### config.mk
export PLATFORM = sky130hd
export DESIGN_NAME = imm_encoder
export DESIGN_NICKNAME = d
export VERILOG_FILES = /design/src/rtl/imm_encoder.sv
export SDC_FILE = /design/constraint.sdc
export NUM_CORES = 1
export LEC_CHECK = 0
export BUFFER_PORTS_ARGS = -buffer_cell sky130_fd_sc_hd__buf_2
export CORE_MARGIN = 3
export CORE_UTILIZATION = 25
export CTS_CLUSTER_DIAMETER = 80
export DETAILED_ROUTE_END_ITERATION = 7
export GPL_ROUTABILITY_DRIVEN = 0
export SYNTH_ARGS = -nofsm -noshare
export SYNTH_HDL_FRONTEND = slang
export SYNTH_SLANG_ARGS = --single-unit
### constraint.sdc
create_clock -name clk_i -period 4 [get_ports clk_i]
set_input_delay 0.8 -clock clk_i [delete_from_list [all_inputs] [get_ports clk_i]]
set_output_delay 0.8 -clock clk_i [all_outputs]
set_load 0.1 [all_outputs]
### src/rtl/imm_encoder.sv
// Packs instruction fields and a two's-complement immediate into RV32I words,
// optionally splitting an out-of-range li into a LUI+ADDI pair.
module imm_encoder #(
    parameter int EXPAND_LI = 1
) (
    input  logic        clk_i,
    input  logic        rst_ni,
    input  logic        valid_i,
    output logic        ready_o,
    input  logic [2:0]  fmt_i,
    input  logic [6:0]  opcode_i,
    input  logic [2:0]  funct3_i,
    input  logic [4:0]  rd_i,
    input  logic [4:0]  rs1_i,
    input  logic [4:0]  rs2_i,
    input  logic [31:0] imm_i,
    output logic [31:0] instr_o,
    output logic        instr_valid_o,
    input  logic        instr_ready_i,
    output logic        last_o,
    output logic        err_o
);

    typedef enum logic [1:0] {IDLE, OUT1, OUT2} state_t;

    localparam logic [6:0] OP_IMM = 7'h13;
    localparam logic [6:0] OP_LUI = 7'h37;

    state_t      state_q;
    logic [31:0] instr_q;
    logic        vld_q;
    logic        last_q;
    logic        err_q;
    logic [31:0] addi_q;

    logic signed [31:0] imm_s;
    logic [31:0] word_d;
    logic [31:0] addi_d;
    logic [31:0] li_sum;
    logic        legal;
    logic        is_li;
    logic        expand;
    logic        last_d;
    logic        err_d;
    logic        accept;
    logic        handshake;

    function automatic logic in_range(input logic signed [31:0] v,
                                      input logic signed [31:0] lo,
                                      input logic signed [31:0] hi);
        return (v >= lo) && (v <= hi);
    endfunction

    always_comb begin
        imm_s  = signed'(imm_i);
        legal  = 1'b0;
        word_d = '0;
        li_sum = imm_i + 32'h0000_0800;
        case (fmt_i)
            3'd0: begin
                legal  = in_range(imm_s, -32'sd2048, 32'sd2047);
                word_d = {imm_i[11:0], rs1_i, funct3_i, rd_i, opcode_i};
            end
            3'd1: begin
                legal  = in_range(imm_s, -32'sd2048, 32'sd2047);
                word_d = {imm_i[11:5], rs2_i, rs1_i, funct3_i, imm_i[4:0], opcode_i};
            end
            3'd2: begin
                legal  = in_range(imm_s, -32'sd4096, 32'sd4094) && !imm_i[0];
                word_d = {imm_i[12], imm_i[10:5], rs2_i, rs1_i, funct3_i,
                          imm_i[4:1], imm_i[11], opcode_i};
            end
            3'd3: begin
                legal  = (imm_i[11:0] == 12'd0);
                word_d = {imm_i[31:12], rd_i, opcode_i};
            end
            3'd4: begin
                legal  = in_range(imm_s, -32'sd1048576, 32'sd1048574) && !imm_i[0];
                word_d = {imm_i[20], imm_i[10:1], imm_i[11], imm_i[19:12], rd_i, opcode_i};
            end
            default: begin
                legal  = 1'b0;
                word_d = '0;
            end
        endcase

        is_li  = (fmt_i == 3'd0) && (opcode_i == OP_IMM) && (funct3_i == 3'd0)
                 && (rs1_i == 5'd0) && (rd_i != 5'd0);
        expand = (EXPAND_LI != 0) && is_li && !legal;
        // hi is rounded so that adding the sign-extended lo restores imm exactly
        addi_d = {imm_i[11:0], rd_i, 3'd0, rd_i, OP_IMM};
        if (expand)
            word_d = {li_sum[31:12], rd_i, OP_LUI};
        else if (!legal)
            word_d = '0;
        last_d = !expand;
        err_d  = !legal && !expand;
    end

    assign handshake = vld_q & instr_ready_i;
    assign ready_o   = (state_q == IDLE) | (handshake & last_q);
    assign accept    = valid_i & ready_o;

    always_ff @(posedge clk_i or negedge rst_ni) begin
        if (!rst_ni) begin
            state_q <= IDLE;
            instr_q <= '0;
            vld_q   <= 1'b0;
            last_q  <= 1'b0;
            err_q   <= 1'b0;
            addi_q  <= '0;
        end else if (accept) begin
            state_q <= OUT1;
            instr_q <= word_d;
            vld_q   <= 1'b1;
            last_q  <= last_d;
            err_q   <= err_d;
            addi_q  <= expand ? addi_d : 32'd0;
        end else if (handshake) begin
            if (last_q) begin
                state_q <= IDLE;
                instr_q <= '0;
                vld_q   <= 1'b0;
                last_q  <= 1'b0;
                err_q   <= 1'b0;
            end else begin
                state_q <= OUT2;
                instr_q <= addi_q;
                last_q  <= 1'b1;
                err_q   <= 1'b0;
                addi_q  <= '0;
            end
        end
    end

    assign instr_o       = instr_q;
    assign instr_valid_o = vld_q;
    assign last_o        = last_q;
    assign err_o         = err_q;

endmodule

==> impl_results.html, run 1 <==
<table>
<tr><th>Metric</th><th>Value</th></tr>
<tr><th colspan="2">Logic synthesis</th></tr>
<tr><td>Synthesized flop and latch total</td><td>between 50 and 60</td></tr>
<tr><td>Syn_nets</td><td>between 500 and 600</td></tr>
<tr><td>Top post-synthesis cells by area</td><td>dfrtp_1 35%, a21oi_1 5.1%, a22oi_1 4.8%</td></tr>
<tr><td>Fraction of post-synthesis cell area in the top cell type by area</td><td>roughly a third</td></tr>
<tr><td>Post-Synthesis Cell Area</td><td>~3900 um^2</td></tr>
<tr><td>Count of flip-flops with a built-in enable after synthesis</td><td>0</td></tr>
<tr><td>Sequential share of the synthesized area</td><td>a little over a third</td></tr>
<tr><td>Most used flip-flop cell after synthesis</td><td>dfrtp_1</td></tr>
<tr><td>Post-synth cell types</td><td>between 50 and 60</td></tr>
<tr><td>Cell count after synthesis</td><td>450</td></tr>
<tr><td>Post-synthesis async set-or-reset flop share</td><td>100.0%</td></tr>
<tr><td>Cell taking the most area after synthesis</td><td>dfrtp_1</td></tr>
<tr><td>Yosys warns</td><td>0</td></tr>
<tr><td>Mean instance size in the synthesized netlist</td><td>between 8 and 9 um^2</td></tr>
<tr><th colspan="2">CTS</th></tr>
<tr><td>Clock tree from TritonCTS</td><td>yes</td></tr>
<tr><td>Hold-fix buffers at CTS</td><td>0</td></tr>
<tr><td>Clock sink count</td><td>55</td></tr>
<tr><td>Source-to-sink clock delay at the later pin of the worst-skew pair</td><td>roughly 0.29 ns</td></tr>
<tr><td>Count of buffers added by post-CTS timing repair for setup</td><td>0</td></tr>
<tr><td>Clock transition at path regs</td><td>around 0.080 ns</td></tr>
<tr><td>CTS HTree Levels</td><td>2</td></tr>
<tr><td>Count of cells resized by post-cts repair</td><td>0</td></tr>
<tr><td>CTS max path bufs</td><td>2</td></tr>
<tr><td>Cts bufs inserted</td><td>5</td></tr>
<tr><td>Clock root buffer</td><td>clkbuf_16</td></tr>
<tr><th colspan="2">Cells and area</th></tr>
<tr><td>Most common cell after layout, fill and taps aside</td><td>buf_2</td></tr>
<tr><td>Layout cell share with drive strength beyond 1</td><td>28.71%</td></tr>
<tr><td>Commonest cells after routing, fill and taps aside</td><td>99 x buf_2, 55 x dfrtp_1, 39 x a21oi_1</td></tr>
<tr><td>Area growth from synthesis to layout</td><td>22.06%</td></tr>
<tr><td>Non-filler instance count after layout</td><td>~750</td></tr>
<tr><td>Number of fill cells in the layout</td><td>around 1700</td></tr>
<tr><td>Share of the core filled with cells</td><td>approximately a third</td></tr>
<tr><td>NumNets Final</td><td>approximately 600</td></tr>
<tr><th colspan="2">Die</th></tr>
<tr><td>Row Count</td><td>between 40 and 50</td></tr>
<tr><td>Initial cell density of the core</td><td>25.74%</td></tr>
<tr><td>Placeable Area</td><td>~15000 um^2</td></tr>
<tr><td>Die Span Y</td><td>131.6 um</td></tr>
<tr><td>Die area</td><td>about 17000 um^2</td></tr>
<tr><td>Number of placed I/O pins</td><td>100</td></tr>
<tr><td>X dimension of the die</td><td>about 130 um</td></tr>
<tr><th colspan="2">Critical path</th></tr>
<tr><td>Destination of the worst register-to-register timing path</td><td>addi_q[22]$_DFFE_PN0P_</td></tr>
<tr><td>Startpoint Class</td><td>input pin</td></tr>
<tr><td>Worst EP required</td><td>4.17 ns</td></tr>
<tr><td>Worst-path fanout max</td><td>15</td></tr>
<tr><td>Worst Setup Path Type</td><td>input pin to register</td></tr>
<tr><td>Critical-path cell list</td><td>buf_2, ha_1, a2111oi_0, a311oi_1, o41ai_2, buf_4, o221ai_2</td></tr>
<tr><td>Slack of the worst reg-to-reg path</td><td>between 1.5 and 2 ns</td></tr>
<tr><td>Launch point of the worst reg-to-reg path</td><td>last_o$_DFFE_PN0P_</td></tr>
<tr><td>Cells on worst reg2reg path</td><td>7</td></tr>
<tr><td>Worst path arrival time</td><td>3.36 ns</td></tr>
<tr><td>Setup crit end kind</td><td>register</td></tr>
<tr><td>Cell type of the slowest stage on the worst timing path</td><td>o41ai_2</td></tr>
<tr><td>Highest cell delay on the worst timing path</td><td>around 0.79 ns</td></tr>
<tr><th colspan="2">STA</th></tr>
<tr><td>Number of hold-slack violations in the final timing report</td><td>0</td></tr>
<tr><td>Clock Skew</td><td>between 0.008 and 0.009 ns</td></tr>
<tr><td>Fin crit period</td><td>between 3 and 4 ns</td></tr>
<tr><td>Maximum clock frequency</td><td>between 300 and 400 MHz</td></tr>
<tr><td>Worst slack on hold paths</td><td>~0.48 ns</td></tr>
<tr><td>Measured slew at the worst slew-check pin</td><td>0.7926 ns</td></tr>
<tr><td>Setup repair after global routing missed its margin</td><td>false</td></tr>
<tr><td>Fin crit share</td><td>between 70% and 80%</td></tr>
<tr><td>Number of failing setup endpoints in the final timing report</td><td>0</td></tr>
<tr><td>Final number of max-transition violations</td><td>0</td></tr>
<tr><td>Max-Slew Margin vs Limit</td><td>46.58%</td></tr>
<tr><td>Setup TNS</td><td>0 ns</td></tr>
<tr><th colspan="2">Run</th></tr>
<tr><td>Max cap viols</td><td>0</td></tr>
<tr><th colspan="2">Global route</th></tr>
<tr><td>Via count of the first global-routing pass</td><td>around 4000</td></tr>
<tr><td>Grt total ovfl</td><td>0</td></tr>
<tr><td>Maximum number of pins on one net before global-route repair</td><td>35</td></tr>
<tr><td>Antenna violations before repair</td><td>2</td></tr>
<tr><td>First-pass GRT wire length</td><td>about 23000 um</td></tr>
<tr><td>Overall Global Routing Usage</td><td>16.19%</td></tr>
<tr><th colspan="2">Outcome</th></tr>
<tr><td>Outcome</td><td>completed</td></tr>
<tr><th colspan="2">Power and ir drop</th></tr>
<tr><td>Lkg Pwr</td><td>roughly 0.0021 uW</td></tr>
<tr><td>Total power consumption of the routed design</td><td>around 1900 uW</td></tr>
<tr><td>P per Cell Area</td><td>~400 nW/um^2</td></tr>
<tr><td>Peak supply drop</td><td>0.0003129 V</td></tr>
<tr><th colspan="2">Worst hold path</th></tr>
<tr><td>Hold wc startpoint</td><td>state_q[0]$_DFFE_PN0P_</td></tr>
<tr><td>Worst min-delay path category</td><td>register to register</td></tr>
<tr><td>Min-Delay Path Depth</td><td>2</td></tr>
<tr><td>Endpoint of the worst hold-timing path</td><td>state_q[0]$_DFFE_PN0P_</td></tr>
<tr><th colspan="2">Drt</th></tr>
<tr><td>Antenna-violating nets left</td><td>0</td></tr>
<tr><td>Routed len/inst</td><td>between 15 and 20 um</td></tr>
<tr><td>DRT iter0 DRCs</td><td>453</td></tr>
<tr><td>Number of vias after detailed routing</td><td>~4000</td></tr>
<tr><td>Routed vias/inst</td><td>about 5.5</td></tr>
<tr><td>Post-detailed-route DRC marker count</td><td>0</td></tr>
<tr><td>Final routed wirelength across all metal layers</td><td>roughly 15000 um</td></tr>
<tr><td>Detailed-router iteration count before antenna repair</td><td>5</td></tr>
<tr><th colspan="2">Place</th></tr>
<tr><td>Post-detail-place hpwl</td><td>between 10000 and 15000 um</td></tr>
<tr><td>Total of buffers placed on input and output ports</td><td>99</td></tr>
<tr><td>Placed Cells incl. Taps</td><td>736</td></tr>
</table>
-- critical path, delay by kind of cell --
family,cells,cell delay [ns]
AOI/OAI and AO/OA,4,1.75
buffers and inverters,2,0.54
adders and majority gates,1,0.26
-- Yosys cell counts (6+ instances only) --
cell type / count
a21oi_1: 40
a22o_1: 11
a22oi_1: 25
a311o_1: 6
buf_2: 9
clkbuf_1: 21
dfrtp_1: 55
inv_1: 12
mux2_2: 8
nand2_1: 31
nand3_1: 14
nand4_1: 10
nor2_1: 28
nor2b_1: 20
nor3_1: 8
nor3b_1: 8
nor4_1: 12
o21ai_0: 10
o21ai_1: 13
o221ai_2: 8
xnor2_1: 12
xor2_1: 7
-- registers in the layout, indices dropped and copies added, names as in the netlist --
signal and cells:
instr_valid_o 1, addi_q 18, instr_o 32, last_o 1, state_q 2, err_o 1
-- kinds of logic after synthesis --
kind of cell / after synthesis / synth area share (%)
flip-flops: 55 / 34.92
XOR/XNOR: 19 / 4.222
adder cells (fa/ha/maj): 3 / 0.9525
AND/OR/NAND/NOR: 154 / 21.81
buffers and inverters: 51 / 5.428
multiplexers: 11 / 3.048
AO/OA/AOI/OAI: 157 / 29.62
-- through the flow --
stage | area, um^2 | worst slack [ns]
floorplan | 3941 | 0.02613
finish | 4811 | 0.8112
global placement | 4652 | 0.5895
CTS | 4808 | 0.8400
global route | 4811 | 0.6563
detailed placement | 4652 | 0.5524
-- worst max path at each step --
stage,startpoint,end,slack [ns],depth (start not counted)
4_1_cts,imm_i[12],instr_o[8]$_DFFE_PN0P_,0.84,7
3_3_place_gp,imm_i[11],instr_o[11]$_DFFE_PN0P_,0.59,7
6_report,imm_i[11],instr_o[8]$_DFFE_PN0P_,0.81,7
3_5_place_dp,imm_i[12],instr_o[8]$_DFFE_PN0P_,0.55,7
5_1_grt,imm_i[12],instr_o[7]$_DFFE_PN0P_,0.66,7
2_1_floorplan,state_q[1]$_DFFE_PN0P_,instr_o[30]$_DFFE_PN0P_,0.03,7
-- per-layer routing --
metal	wire length, um	part of all wire, %	GRT usage, %	vias to the layer above
li1	-	-	-	1878
met1	6471	44	22.29	2001
met2	6940	48	26.36	168
met3	860	5.9	3.101	22
met4	259	1.8	3.676	2
met5	13	0.089	0	-
-- where the power goes --
part	total (uW)	internal (uW)	switching [uW]	leakage, uW
combinational	806	169	637	0.00127
sequential	645	600	45.5	0.000752
clock	468	255	214	0.0000779
total	1920	1020	897	0.00210
-- final cells by class --
type | count | area (um^2) | area share [%]
Sequential cell | 55 | 1376 | 28.61
Antenna cell | 1 | 2.502 | 0.05202
Timing Repair Buffer | 113 | 600.6 | 12.48
Inverter | 13 | 48.80 | 1.014
Multi-Input combinational cell | 344 | 2362 | 49.10
Clock buffer | 6 | 138.9 | 2.887
Clock inverter | 2 | 17.52 | 0.3641
Tap cell | 211 | 264.0 | 5.488
Note: power is estimated with default switching activity, not from simulation.
==> run 2: changes to the inputs <==
==> constraint.sdc (replaced) <==
create_clock -name clk_i -period 2.6 [get_ports clk_i]
set_input_delay 0.52 -clock clk_i [delete_from_list [all_inputs] [get_ports clk_i]]
set_output_delay 0.52 -clock clk_i [all_outputs]
set_load 0.1 [all_outputs]
==> run 2 against run 1 <==
Die area did not move. Clock power rose by 70%. Critical path depth rose by 3. Cell area rose by 11%. Global-route usage rose by 0.58 points. Sequential share of layout area fell by 2.7 points. Via count rose by 7.8%. Clock skew fell by 0.0038 ns.
==> impl_results.html, run 2 (same netlist as run 1, synthesis figures left out) <==
<table>
<tr><th>Metric</th><th>Value</th></tr>
<tr><th colspan="2">Outcome</th></tr>
<tr><td>Outcome</td><td>completed</td></tr>
<tr><th colspan="2">STA</th></tr>
<tr><td>Measured slew at the worst slew-check pin</td><td>between 1 and 1.5 ns</td></tr>
<tr><td>Number of failing setup endpoints in the final timing report</td><td>0</td></tr>
<tr><td>Final number of max-transition violations</td><td>0</td></tr>
<tr><td>Maximum clock frequency</td><td>roughly 410 MHz</td></tr>
<tr><td>Fin crit period</td><td>between 2 and 2.5 ns</td></tr>
<tr><td>Clock Skew</td><td>just under 0.005 ns</td></tr>
<tr><td>Max-Slew Margin vs Limit</td><td>a little over a fifth</td></tr>
<tr><td>Setup repair after global routing missed its margin</td><td>false</td></tr>
<tr><td>Number of hold-slack violations in the final timing report</td><td>0</td></tr>
<tr><td>Worst-case setup margin in the final layout</td><td>roughly 0.13 ns</td></tr>
<tr><td>Fin crit share</td><td>a little over nine tenths</td></tr>
<tr><th colspan="2">CTS</th></tr>
<tr><td>Hold-fix buffers at CTS</td><td>0</td></tr>
<tr><td>Clock tree from TritonCTS</td><td>yes</td></tr>
<tr><td>CTS max path bufs</td><td>2</td></tr>
<tr><td>Clock transition at path regs</td><td>around 0.08 ns</td></tr>
<tr><td>Source-to-sink clock delay at the later pin of the worst-skew pair</td><td>roughly 0.3 ns</td></tr>
<tr><td>Clock root buffer</td><td>clkbuf_16</td></tr>
<tr><td>Clock sink count</td><td>between 50 and 60</td></tr>
<tr><td>Count of buffers added by post-CTS timing repair for setup</td><td>0</td></tr>
<tr><td>CTS HTree Levels</td><td>2</td></tr>
<tr><td>Cts bufs inserted</td><td>5</td></tr>
<tr><th colspan="2">Cells and area</th></tr>
<tr><td>NumNets Final</td><td>659</td></tr>
<tr><td>Area growth from synthesis to layout</td><td>35.24%</td></tr>
<tr><td>Area of the multi-input gates</td><td>between 2000 and 2500 um^2</td></tr>
<tr><td>Max FFs per register</td><td>32</td></tr>
<tr><td>Share of the core filled with cells</td><td>between 30% and 40%</td></tr>
<tr><td>Number of fill cells in the layout</td><td>between 1500 and 2000</td></tr>
<tr><td>Most common cell after layout, fill and taps aside</td><td>buf_2</td></tr>
<tr><td>Non-filler instance count after layout</td><td>804</td></tr>
<tr><td>Area of all sequential standard cells</td><td>1379 um^2</td></tr>
<tr><td>Antenna Cells</td><td>0</td></tr>
<tr><td>Final design area excluding fillers</td><td>about 5300 um^2</td></tr>
<tr><td>Layout cell share with drive strength beyond 1</td><td>between 30% and 40%</td></tr>
<tr><td>Commonest cells after routing, fill and taps aside</td><td>99 x buf_2, 72 x buf_4, 53 x dfrtp_1</td></tr>
<tr><th colspan="2">Worst hold path</th></tr>
<tr><td>Worst min-delay path category</td><td>input pin to asynchronous set/reset pin</td></tr>
<tr><th colspan="2">Global route</th></tr>
<tr><td>Antenna violations before repair</td><td>0</td></tr>
<tr><td>Grt total ovfl</td><td>0</td></tr>
<tr><td>Overall Global Routing Usage</td><td>16.77%</td></tr>
<tr><td>First-pass GRT wire length</td><td>23910 um</td></tr>
<tr><td>Maximum number of pins on one net before global-route repair</td><td>33</td></tr>
<tr><td>Via count of the first global-routing pass</td><td>4310</td></tr>
<tr><th colspan="2">Critical path</th></tr>
<tr><td>Cells on worst reg2reg path</td><td>6</td></tr>
<tr><td>Startpoint Class</td><td>input pin</td></tr>
<tr><td>Setup crit end kind</td><td>register</td></tr>
<tr><td>Worst EP required</td><td>2.78 ns</td></tr>
<tr><td>Worst-path fanout max</td><td>15</td></tr>
<tr><td>Worst Setup Path Type</td><td>input pin to register</td></tr>
<tr><td>Destination of the worst register-to-register timing path</td><td>instr_o[26]$_DFFE_PN0P_</td></tr>
<tr><td>Slack of the worst reg-to-reg path</td><td>0.26 ns</td></tr>
<tr><td>Worst path arrival time</td><td>approximately 2.6 ns</td></tr>
<tr><td>Launch point of the worst reg-to-reg path</td><td>last_o$_DFFE_PN0P_</td></tr>
<tr><th colspan="2">Power and ir drop</th></tr>
<tr><td>P per Cell Area</td><td>between 500 and 600 nW/um^2</td></tr>
<tr><td>Lkg Pwr</td><td>between 0.002 and 0.0025 uW</td></tr>
<tr><td>Total power consumption of the routed design</td><td>3102 uW</td></tr>
<tr><td>Peak supply drop</td><td>between 0.0004 and 0.0005 V</td></tr>
<tr><th colspan="2">Drt</th></tr>
<tr><td>Final routed wirelength across all metal layers</td><td>about 15000 um</td></tr>
<tr><td>Post-detailed-route DRC marker count</td><td>0</td></tr>
<tr><td>Antenna-violating nets left</td><td>0</td></tr>
<tr><td>DRT iter0 DRCs</td><td>approximately 450</td></tr>
<tr><td>Routed len/inst</td><td>~19 um</td></tr>
<tr><td>Routed vias/inst</td><td>5.456</td></tr>
<tr><td>Detailed-router iteration count before antenna repair</td><td>7</td></tr>
<tr><td>Number of vias after detailed routing</td><td>4387</td></tr>
<tr><th colspan="2">Die</th></tr>
<tr><td>Placeable Area</td><td>around 15000 um^2</td></tr>
<tr><td>Number of placed I/O pins</td><td>100</td></tr>
<tr><td>Die Span Y</td><td>between 100 and 150 um</td></tr>
<tr><td>Row Count</td><td>45</td></tr>
<tr><td>X dimension of the die</td><td>about 130 um</td></tr>
<tr><td>Die area</td><td>17310 um^2</td></tr>
<tr><td>Initial cell density of the core</td><td>~26%</td></tr>
<tr><th colspan="2">Place</th></tr>
<tr><td>Post-detail-place hpwl</td><td>about 12000 um</td></tr>
<tr><td>Total of buffers placed on input and output ports</td><td>99</td></tr>
<tr><td>Post-Place Worst Slack</td><td>-0.2647 ns</td></tr>
<tr><td>Placed Cells incl. Taps</td><td>roughly 800</td></tr>
<tr><td>Placed Instance Area</td><td>between 5000 and 6000 um^2</td></tr>
<tr><th colspan="2">Run</th></tr>
<tr><td>Max cap viols</td><td>0</td></tr>
</table>
==> run 2: cell count changes in the layout (fill, tap and decap cells not counted), sizes merged <==
cell | previous run | this run
diode | 1 | 0
bufinv | 0 | 1
buf | 113 | 173
inv | 15 | 14
==> run 2: cell type report <==
type,count,area share [%]
clock buffers,6,2.418
clock inverters,2,0.7277
inverters,13,0.9155
multi-input cells,344,44.93
flip-flops and latches,55,25.87
well taps,211,4.953
repair buffers,173,20.19
==> run 2: how the worst max path moves through the flow <==
stage,from,end,slack (ns),cells after the start
2_1_floorplan,instr_valid_o$_DFFE_PN0P_,instr_o[30]$_DFFE_PN0P_,0.007,8
3_3_place_gp,imm_i[11],instr_o[17]$_DFFE_PN0P_,-0.23,8
3_5_place_dp,imm_i[11],instr_o[15]$_DFFE_PN0P_,-0.26,8
4_1_cts,imm_i[11],instr_o[17]$_DFFE_PN0P_,0.04,8
5_1_grt,imm_i[11],instr_o[7]$_DFFE_PN0P_,0.06,10
6_report,imm_i[11],instr_o[9]$_DFFE_PN0P_,0.13,10
==> run 2: worst max-delay path, cell delays in order <==
cell       delay, ns
buf_2           0.11
ha_1            0.21
a2111oi_0       0.46
buf_4           0.20
a311oi_1        0.09
buf_4           0.17
buf_4           0.14
o41ai_4         0.41
buf_12          0.21
o221ai_2        0.11
==> run 2: routing by layer <==
metal / global-route usage (%) / vias up / share of wire, %
met2: 27.79 / 223 / 47
met3: 2.757 / 25 / 6.4
met5: 0 / - / 0
li1: - / 2007 / -
met1: 23.28 / 2132 / 45
met4: 3.034 / 0 / 1.4
==> run 2: report_power, final <==
part	switching (uW)	internal, uW
Sequential	84.3	926
Clock	336	460
Combinational	988	307
Total	1410	1690
==> run 2: repair_timing <==
action	4_1_cts	5_1_grt
endpoints found under the hold margin	0	0
setup endpoints to repair	0	18
resized for setup	0	2
==> run 2: per-stage QoR <==
| step | hold WS [ns] | TNS (ns) |
|---|---|---|
| final | 0.2249 | 0 |
| after global routing | 0.2656 | 0 |
| after CTS | 0.2425 | 0 |
| after detailed placement | 0.4649 | -6.514 |
| after global placement | 0.4631 | -4.805 |
| after floorplan | 0.2244 | 0 |
